<file path="src/rtl/gcd_ctrl_if.sv">
// rtl/gcd_ctrl_if.sv - request/result bundle between a GCD requester and the gcd_ctrl engine
interface gcd_ctrl_if #(
   parameter int WIDTH = 4
);
   logic             start;
   logic [WIDTH-1:0] a_in;
   logic [WIDTH-1:0] b_in;
   logic             ready;
   logic             busy;
   logic             done;
   logic [WIDTH-1:0] gcd_out;
   logic [WIDTH-1:0] iter_cnt;
   logic             zero_in;

   modport master (
      output start, a_in, b_in,
      input  ready, busy, done, gcd_out, iter_cnt, zero_in
   );

   modport slave (
      input  start, a_in, b_in,
      output ready, busy, done, gcd_out, iter_cnt, zero_in
   );
endinterface

</file>
<file path="src/rtl/gcd_ctrl.sv">
// rtl/gcd_ctrl.sv - iterative subtractive GCD engine, one compare/subtract step per clock
module gcd_ctrl #(
   parameter int WIDTH = 4
) (
   input  logic       clk,
   input  logic       rst,
   gcd_ctrl_if.slave  bus
);
   // One-hot encoding lets ready/busy/done come straight off single flops.
   typedef enum logic [2:0] {
      IDLE = 3'b001,
      RUN  = 3'b010,
      DONE = 3'b100
   } state_t;

   state_t           state;
   logic [WIDTH-1:0] ra;
   logic [WIDTH-1:0] rb;
   logic [WIDTH-1:0] gcd_q;
   logic [WIDTH-1:0] iter_q;
   logic             zero_q;

   logic             a_gt_b;
   logic             a_eq_b;
   logic [WIDTH-1:0] diff;

   // Compare/subtract unit: the difference is always larger minus smaller, so no borrow.
   assign a_gt_b = ra > rb;
   assign a_eq_b = ra == rb;
   assign diff   = a_gt_b ? (ra - rb) : (rb - ra);

   always_ff @(posedge clk) begin
      if (rst) begin
         state  <= IDLE;
         ra     <= '0;
         rb     <= '0;
         gcd_q  <= '0;
         iter_q <= '0;
         zero_q <= 1'b0;
      end else begin
         case (state)
            IDLE: begin
               if (bus.start) begin
                  ra     <= bus.a_in;
                  rb     <= bus.b_in;
                  iter_q <= '0;
                  zero_q <= 1'b0;
                  state  <= RUN;
               end
            end
            RUN: begin
               if (ra == '0 || rb == '0) begin
                  gcd_q  <= ra | rb;
                  zero_q <= (ra == '0) && (rb == '0);
                  state  <= DONE;
               end else if (a_eq_b) begin
                  gcd_q <= ra;
                  state <= DONE;
               end else if (a_gt_b) begin
                  ra     <= diff;
                  iter_q <= iter_q + WIDTH'(1);
               end else begin
                  rb     <= diff;
                  iter_q <= iter_q + WIDTH'(1);
               end
            end
            DONE: begin
               state <= IDLE;
            end
            default: begin
               state <= IDLE;
            end
         endcase
      end
   end

   assign bus.ready    = state[0];
   assign bus.busy     = state[1];
   assign bus.done     = state[2];
   assign bus.gcd_out  = gcd_q;
   assign bus.iter_cnt = iter_q;
   assign bus.zero_in  = zero_q;
endmodule

</file>
<file path="src/flat_wrapper.sv">
// flat-port wrapper written by rule: the top's interface ports become plain ports
module gcd_ctrl_flat 
#(
   parameter int WIDTH = 4
)
  (clk, rst, bus_start, bus_a_in, bus_b_in, bus_ready, bus_busy, bus_done, bus_gcd_out, bus_iter_cnt, bus_zero_in);
  gcd_ctrl_if #(.WIDTH(WIDTH)) bus_i ();
  input  logic clk;
  input  logic rst;
  input wire logic [$bits(bus_i.start)-1:0] bus_start;
  input wire logic [$bits(bus_i.a_in)-1:0] bus_a_in;
  input wire logic [$bits(bus_i.b_in)-1:0] bus_b_in;
  output wire logic [$bits(bus_i.ready)-1:0] bus_ready;
  output wire logic [$bits(bus_i.busy)-1:0] bus_busy;
  output wire logic [$bits(bus_i.done)-1:0] bus_done;
  output wire logic [$bits(bus_i.gcd_out)-1:0] bus_gcd_out;
  output wire logic [$bits(bus_i.iter_cnt)-1:0] bus_iter_cnt;
  output wire logic [$bits(bus_i.zero_in)-1:0] bus_zero_in;
  assign bus_i.start = bus_start;
  assign bus_i.a_in = bus_a_in;
  assign bus_i.b_in = bus_b_in;
  assign bus_ready = bus_i.ready;
  assign bus_busy = bus_i.busy;
  assign bus_done = bus_i.done;
  assign bus_gcd_out = bus_i.gcd_out;
  assign bus_iter_cnt = bus_i.iter_cnt;
  assign bus_zero_in = bus_i.zero_in;
  gcd_ctrl #(.WIDTH(WIDTH)) u_core (.clk(clk), .rst(rst), .bus(bus_i));
endmodule
</file>
<file path="config.mk">
export PLATFORM = sky130hd
export DESIGN_NAME = gcd_ctrl_flat
export DESIGN_NICKNAME = d
export VERILOG_FILES = /design/src/rtl/gcd_ctrl_if.sv /design/src/rtl/gcd_ctrl.sv /design/src/flat_wrapper.sv
export SDC_FILE = /design/constraint.sdc
export NUM_CORES = 1
export LEC_CHECK = 0
export ABC_AREA = 0
export BUFFER_PORTS_ARGS = -buffer_cell sky130_fd_sc_hd__buf_4
export CAP_MARGIN = 20
export CORE_ASPECT_RATIO = 2
export CORE_MARGIN = 4
export CORE_UTILIZATION = 37
export CTS_CLUSTER_SIZE = 12
export DETAILED_ROUTE_END_ITERATION = 8
export PLACE_DENSITY = 0.67
export SETUP_SLACK_MARGIN = 0.02
export SKIP_CTS_REPAIR_TIMING = 1
export SLEW_MARGIN = 20
export SYNTH_ARGS = -nofsm -noshare
export SYNTH_HDL_FRONTEND = slang
export SYNTH_SLANG_ARGS = --single-unit
</file>
<file path="constraint.sdc">
create_clock -name clk -period 2.9 [get_ports clk]
set_clock_uncertainty 0.05 [all_clocks]
set_input_delay 0.145 -clock clk [delete_from_list [all_inputs] [get_ports clk]]
set_output_delay 0.145 -clock clk [all_outputs]
set_load 0.05 [all_outputs]
</file>
==> results, run 1 <==
- The run finished with clean final reports.
- IR analysis of the VDD net gives a maximum drop of 0.358 mV.
- The clock passes through at most 2 buffers.
- The floorplan step defined a core boundary enclosing roughly 3200 µm².
- Timing would allow up to roughly 0.39 GHz.
- The number of max-slew violations in the final report is 0.
- The number of max-cap violations is 0.
- Data on the critical path arrives at its endpoint at 2.66 ns.
- The total power draw is 0.000781 W.
- The total global-route track usage is 0.164.
- The first TritonRoute pass finished after 4 iterations.
- The synthesized design contains 0 enable-type register cells.
- Setup violations remaining at the end of the flow were counted as 0.
- In this run the critical register-to-register path is launched from u_core.ra[0]$_SDFFE_PP0P_.
- The beginning of the critical path is u_core.ra[0]$_SDFFE_PP0P_.
- For the worst-skew pair, the clock arrives at the later sink with an insertion delay of approximately 0.26 ns.
- The clock input transition at the sequential cells of the worst setup and hold paths is 0.07 ns.
- During placement, the flow inserted port buffers numbering 22.
- The required time reported for the critical path endpoint is approximately 3 ns.
- In this run the worst path has a maximum fanout of 4.
- Of the total power, registers draw 0.403.
- The number of clock buffers added by TritonCTS is 3.
- The worst setup path category is reg -> reg.
- The largest area contributor in the synthesized netlist is dfxtp_1.
- The first global-routing pass estimated around 5600 µm of wire.
- The worst-case headroom to the max-slew limit is 0.583.
- At the placement stage, the worst setup path has a slack of between 0.3 and 0.4 ns.
- The number of different library cells used by synthesis comes to 36.
- The wire-length estimate of the detail-placed layout is between 2000 and 3000 µm.
- The critical register-to-register path endpoint is u_core.rb[3]$_SDFFE_PP0P_.
- During synthesis, Yosys emitted a total of 0 warnings.
- For this run, the register share of the synthesized area comes to 0.317.
- For this run the aggregate overflow at the end of global routing stands at 0.
- Of all flip-flops after synthesis, the portion carrying an async set or reset was 0.
- The category of the worst setup path capture point is a flop.
- The switching power total is 0.000287 W.
- In this run the register-to-register setup slack is 0.32 ns.
- The starting density of the core is 0.392.
- The number of standard cells after synthesis is 143.
- Ranked by instance count, the synthesized netlist is headed by 20 x dfxtp_1, 17 x nor2_1, 12 x ha_1, 12 x inv_1, 11 x nand2_1.
- The switching share of total power is 0.367.
- The x dimension of the die is about 49 µm.
- Of the cells placed in the final design, the portion with a size suffix greater than 1 is 0.218.
- For the pin with the worst max-slew slack, the measured transition is 0.621 ns.
- For this design the top-level I/O count stands at 23.
- The non-filler instance count after layout is 196.
- The routed design has 3540 µm of wire.
- The layout has about 310 filler cells.
- The net count of the finished layout is 192.
- The initial antenna violation count is 0.
- The worst register-to-register path has a depth of 9.
- The final standard cell utilization of the core is 0.466.
- The cell count after placement is 193.
- Summing every instance area after synthesis gives between 1000 and 1500 µm².
- Of the total power, combinational logic draws 0.364.
- The die height is around 90 µm.
- Setup repair after global routing left no endpoint under its margin.
- At the end of routability-driven placement, the weighted congestion stood at 0.827.
- The total vias in the final route is 1,192.
- After detailed routing, the average wire length per cell comes to between 15 and 20 µm.
- The minimum clock period after layout is ~2.6 ns.
- Counting instances, the worst hold path has a depth of 3.
- The category of the worst setup path launch point is a flop.
- For this block, the initial DRC count from the detailed router was 28.
- The total leakage power is 0.617 nW.
- The final antenna diode count is 0.
- The register bit total from synthesis is 20.
- After detailed routing, the number of remaining DRC violations is 0.
- The share of synthesized area in the top cell type comes to 0.317.
- TritonCTS built the clock tree.
- Following the worst setup path forward leads to its endpoint at u_core.rb[3]$_SDFFE_PP0P_.
- The final antenna-violating net count is 0.
- Power spread over the standard cell area amounts to 519 nW/µm².
- Synthesis produced a netlist with a net count of 168.
- The share of total power dissipated in the clock network is 0.233.
- The number of sinks on the clock net is 20.
- The min-delay analysis places its worst path in the category in -> reg.
- The dominant register cell in the synthesized netlist is dfxtp_1.
- The die covers about 4500 µm².
- The maximum number of pins on one net before global-route repair is 21.
- The per-instance average area after synthesis is 8.85 µm².
- The synthesis-to-layout area growth is 18.9%.
- dfxtp_1 is the most common cell in the netlist.
- Dividing the detail-routed via count by the number of cells gives 6.08.
- The depth of the CTS H-tree is 1.
- The number of rows in the core area is 29.
- The number of global-route vias before repair came to 1,208.
- In this run the clock root is driven by a clkbuf_8.
- After routing, the total negative slack on setup checks comes to 0 ns.
- Sorting the synthesized cells by area gives the leading types as dfxtp_1 32%, ha_1 12%, nor2_1 5.0%, a311oi_1 4.8%, inv_1 3.6%.
- The internal portion of the total power is roughly 0.00049 W.
- The worst path meets setup with 0.325 ns of slack.
- The share of the cycle needed by the critical path after routing is 0.888.
- The total count of hold-check failures in the final report came to 0.
[state kept, by name, summed over array words and instances, names as in the netlist]
name	count
u_core.rb	4
u_core.bus.zero_in	1
u_core.ra	4
u_core.bus.iter_cnt	4
u_core.bus.gcd_out	4
u_core.state	3
[metal layers]
layer	up-vias	share of wire	global-route usage	wire, µm
li1	572	-	-	-
met1	561	0.34	0.143	1210
met2	41	0.55	0.309	1950
met3	18	0.039	0.0264	139
met4	0	0.069	0.135	243
met5	-	0	0	0
[area by class of cell]
| class | instances | area [µm²] | area share |
|---|---|---|---|
| clock buffer | 3 | 41.3 | 0.0275 |
| inverter | 12 | 45.0 | 0.0300 |
| multi-input combinational | 106 | 798 | 0.531 |
| sequential | 20 | 400 | 0.266 |
| tap | 31 | 38.8 | 0.0258 |
| timing repair buffer | 24 | 180 | 0.120 |
[through the flow]
step / cell area [µm²] / hold slack (ns)
finish: 1500 / 0.110
global route: 1500 / 0.132
CTS: 1500 / 0.116
detailed placement: 1460 / 0.384
global placement: 1460 / 0.380
floorplan: 1260 / 0.258
[worst max-delay path, stage by stage (launching register included)]
cell,delay [ns]
dfxtp_1,0.36
inv_1,0.14
ha_1,0.19
inv_1,0.05
fa_1,0.40
nor3b_1,0.20
o31ai_2,0.42
mux2_4,0.34
a31oi_2,0.19
a311oi_1,0.12
[worst min-delay path by stage]
stage | start | to | slack (ns)
final | bus_a_in[2] | u_core.ra[2]$_SDFFE_PP0P_ | 0.11
after global routing | bus_a_in[2] | u_core.ra[2]$_SDFFE_PP0P_ | 0.13
after CTS | bus_a_in[2] | u_core.ra[2]$_SDFFE_PP0P_ | 0.12
after detailed placement | bus_a_in[2] | u_core.ra[2]$_SDFFE_PP0P_ | 0.38
after global placement | bus_a_in[0] | u_core.ra[0]$_SDFFE_PP0P_ | 0.38
after floorplan | bus_a_in[2] | u_core.ra[2]$_SDFFE_PP0P_ | 0.26
[power by group through the flow]
stage | Clock (W) | Sequential, W | Combinational, W
final | 0.000182 | 0.000315 | 0.000284
after CTS | 0.000182 | 0.000314 | 0.000283
after detailed placement | 0 | 0.000321 | 0.000281
after global routing | 0.000191 | 0.000317 | 0.000309
after floorplan | 0 | 0.000333 | 0.000188
after global placement | 0 | 0.000320 | 0.000278
[cell families (layout without fill, tap and decap cells)]
logic type | count (synthesis) | in the layout | share of synthesized area
and+or+nand+nor | 50 | 50 | 0.210
AOI/OAI and AO/OA | 36 | 36 | 0.222
muxes | 4 | 4 | 0.0356
adders and majority gates | 14 | 14 | 0.150
buffers and inverters | 17 | 39 | 0.0524
DFF | 20 | 20 | 0.317
xor gates and xnor gates | 2 | 2 | 0.0139
[cell usage in the layout (no fill, tap or decap), types with 2 or more instances in the layout]
master / count
clkbuf_8: 3
a31o_2: 2
mux2i_1: 3
o211ai_1: 2
o221ai_1: 4
buf_4: 24
nor3_1: 7
dfxtp_1: 20
o21ai_0: 6
a311oi_1: 7
nand2_1: 11
o31ai_1: 2
ha_1: 12
xnor2_1: 2
nor2_1: 17
a2111oi_0: 2
fa_1: 2
inv_1: 12
nor3b_1: 3
o21bai_1: 2
nand3_1: 3
a21oi_1: 5
No activity file was read; power rests on OpenSTA's default activity.
==> inputs of run 2 (changes only) <==
--- a/config.mk
+++ b/config.mk
@@ -14,6 +14,7 @@
 export CTS_CLUSTER_SIZE = 12
 export DETAILED_ROUTE_END_ITERATION = 8
 export PLACE_DENSITY = 0.67
+export REMOVE_ABC_BUFFERS = 1
 export SETUP_SLACK_MARGIN = 0.02
 export SKIP_CTS_REPAIR_TIMING = 1
 export SLEW_MARGIN = 20
==> results, run 2 (same netlist as run 1, synthesis figures left out) <==
- In the routed design, unresolved DRC markers number 0.
- For this run, the top clock speed supported by timing is 0.384 GHz.
- The clock input transition at the sequential cells of the worst setup and hold paths is 0.08 ns.
- For this run, global-route usage on met1 was measured as 0.142.
- The endpoint of the worst hold-timing path is u_core.rb[0]$_SDFFE_PP0P_.
- The power density over the cells is 578 nW/µm².
- For met3 alone, demand over resource in global routing was 0.0231.
- TritonCTS built the clock tree.
- The layout net count is 192.
- Setup slack on the worst reg-to-reg path comes out at 0.29 ns.
- The final antenna-violating net count is 0.
- The synthesis-to-layout area growth is 21.3%.
- The number of max-slew violations in the final report is 0.
- The number of clock buffers added by TritonCTS is 3.
- The worst hold-check path type is in -> reg.
- The tree is rooted in a clkbuf_8.
- The category of the worst setup path capture point is a flop.
- For the worst setup path, the data required time is about 3 ns.
- The count of cells along the worst register-to-register path is 9.
- In this run the worst path has a maximum fanout of 4.
- The average via count per standard cell is 5.97.
- The overall die area is 4480 µm².
- The total global routing overflow is 0.
- The total count of hold-check failures in the final report is 0.
- Along the worst hold path, the cell count comes to 3.
- The initial antenna violation count is 0.
- The number of buffers on the longest clock path is 2.
- The leading cell type in the layout, fill and taps excluded is buf_4.
- Summed over all cells, the static leakage comes to 0.631 nW.
- The area of the placeable core is 3230 µm².
- 0 antenna diodes ended up in the layout.
- The startpoint identified for the worst hold timing path is bus_b_in[0].
- The worst pin sits at a relative slew slack of 0.563.
- The starting density of the core is 0.392.
- Across the VDD grid, the largest voltage drop is 0.292 mV.
- The die height is 90.7 µm.
- The number of sinks on the clock net is 20.
- After layout, the worst setup slack is roughly 0.29 ns.
- Prior to clock tree synthesis, the placed netlist has a worst setup slack of about 0.33 ns.
- Setup repair after global routing left no endpoint under its margin.
- The count of port buffers added during placement is 22.
- Once detailed placement completed, the half-perimeter wirelength came to 2800 µm.
- 23 I/O pins were placed.
- Dividing the detail-routed wire length by the instance count gives ~18 µm.
- Dividing the final minimum period by the clock period gives 0.899.
- Entering global routing, the biggest net connects 21 pins.
- In this run the number of H-tree levels came out at 1.
- The number of rows in the core area is 29.
- The number of violations reported at the end of detailed-routing iteration 0 is 38.
- The flow ran to the end, and the final reports show no timing, DRC or antenna violations.
- The number of max-cap violations is 0.
- The start of the worst register-to-register path is u_core.ra[0]$_SDFFE_PP0P_.
- Data on the critical path arrives at its endpoint at 2.70 ns.
- The number of global-route vias before repair is 1,231.
- The wire length of the first global-routing pass is 5590 µm.
- The total global-route track usage is 0.163.
- The total detailed-routing wirelength is 3470 µm.
- In this run the critical register-to-register path is captured at u_core.ra[3]$_SDFFE_PP0P_.
- The clock reaches the later pin of the worst-skew pair after 0.27 ns.
- The share of final-layout standard cells stronger than drive strength 1 is 0.223.
- Summing over every cut layer, the via total after detailed routing is 1,176.
- The critical path is of the reg -> reg type.
- The final standard cell utilization of the core is 0.475.
- Leaving out fill and tap cells, the most frequent cells in the layout are 24 x buf_4, 20 x dfxtp_1, 17 x nor2_1.
- The peak-usage layer in the global routing report is met2.
- The x dimension of the die is 49.3 µm.
- For this run, global-route usage on met2 was measured as 0.306.
- The category of the worst setup path launch point is a flop.
- The minimum clock period after layout is 2.61 ns.
- The number of optimization iterations in the first detailed-route pass is 4.
- The number of setup violations in the final report is 0.
- Adding up every negative setup slack in the final design gives 0 ns.
- The transition time at the pin with the least slew margin is 0.655 ns.
- At the end of routability-driven placement, the weighted congestion stood at 0.866.
## run 2: how the worst max path moves through the flow
stage / start / slack, ns / to
floorplan: u_core.rb[0]$_SDFFE_PP0P_ / 0.57 / u_core.ra[3]$_SDFFE_PP0P_
global route: u_core.ra[1]$_SDFFE_PP0P_ / 0.13 / u_core.bus.iter_cnt[3]$_SDFFE_PP0P_
detailed placement: u_core.ra[0]$_SDFFE_PP0P_ / 0.33 / u_core.ra[3]$_SDFFE_PP0P_
CTS: u_core.ra[0]$_SDFFE_PP0P_ / 0.31 / u_core.ra[3]$_SDFFE_PP0P_
global placement: u_core.ra[1]$_SDFFE_PP0P_ / 0.44 / u_core.bus.gcd_out[0]$_SDFFE_PP0P_
finish: u_core.ra[0]$_SDFFE_PP0P_ / 0.29 / u_core.ra[3]$_SDFFE_PP0P_
## run 2: worst max-delay path: stages, from the launching register on
cell and delay [ns]:
dfxtp_1 0.35, inv_1 0.12, ha_1 0.19, inv_1 0.06, fa_1 0.40, nor3b_1 0.20
o31ai_2 0.45, mux2_4 0.34, a31oi_2 0.19, a311oi_2 0.12
## run 2: final cells by class
cell class | count | area [µm²]
fill | 304 | 1700
inverter | 12 | 45.0
tap | 31 | 38.8
clock buffer | 3 | 41.3
clock inverter | 1 | 30.0
multi-input combinational | 106 | 798
timing repair buffer | 24 | 180
sequential | 20 | 400
## run 2: per-stage QoR
step                      hold slack (ns)  instance area [µm²]  total power, W  std cells
after global placement              0.378                 1460        0.000594        193
after global routing                0.114                 1530        0.000930        197
after CTS                           0.101                 1530        0.000886        197
final                               0.100                 1530        0.000886        197
after detailed placement            0.384                 1460        0.000601        193
after floorplan                     0.163                 1240        0.000517        138
## run 2: metal layers
layer	routed length [µm]	vias up	share of wire
met4	230	0	0.066
met3	152	17	0.044
met2	1970	43	0.57
met1	1120	548	0.32
li1	-	568	-
met5	0	-	0
## run 2: report_power, final
| part | switching, W | leakage, nW | internal [W] | total, W |
|---|---|---|---|---|
| registers | 0.0000230 | 0.164 | 0.000292 | 0.000315 |
| logic | 0.000176 | 0.432 | 0.000109 | 0.000284 |
| clock network | 0.000102 | 0.0357 | 0.000185 | 0.000287 |
| total | 0.000301 | 0.631 | 0.000585 | 0.000886 |
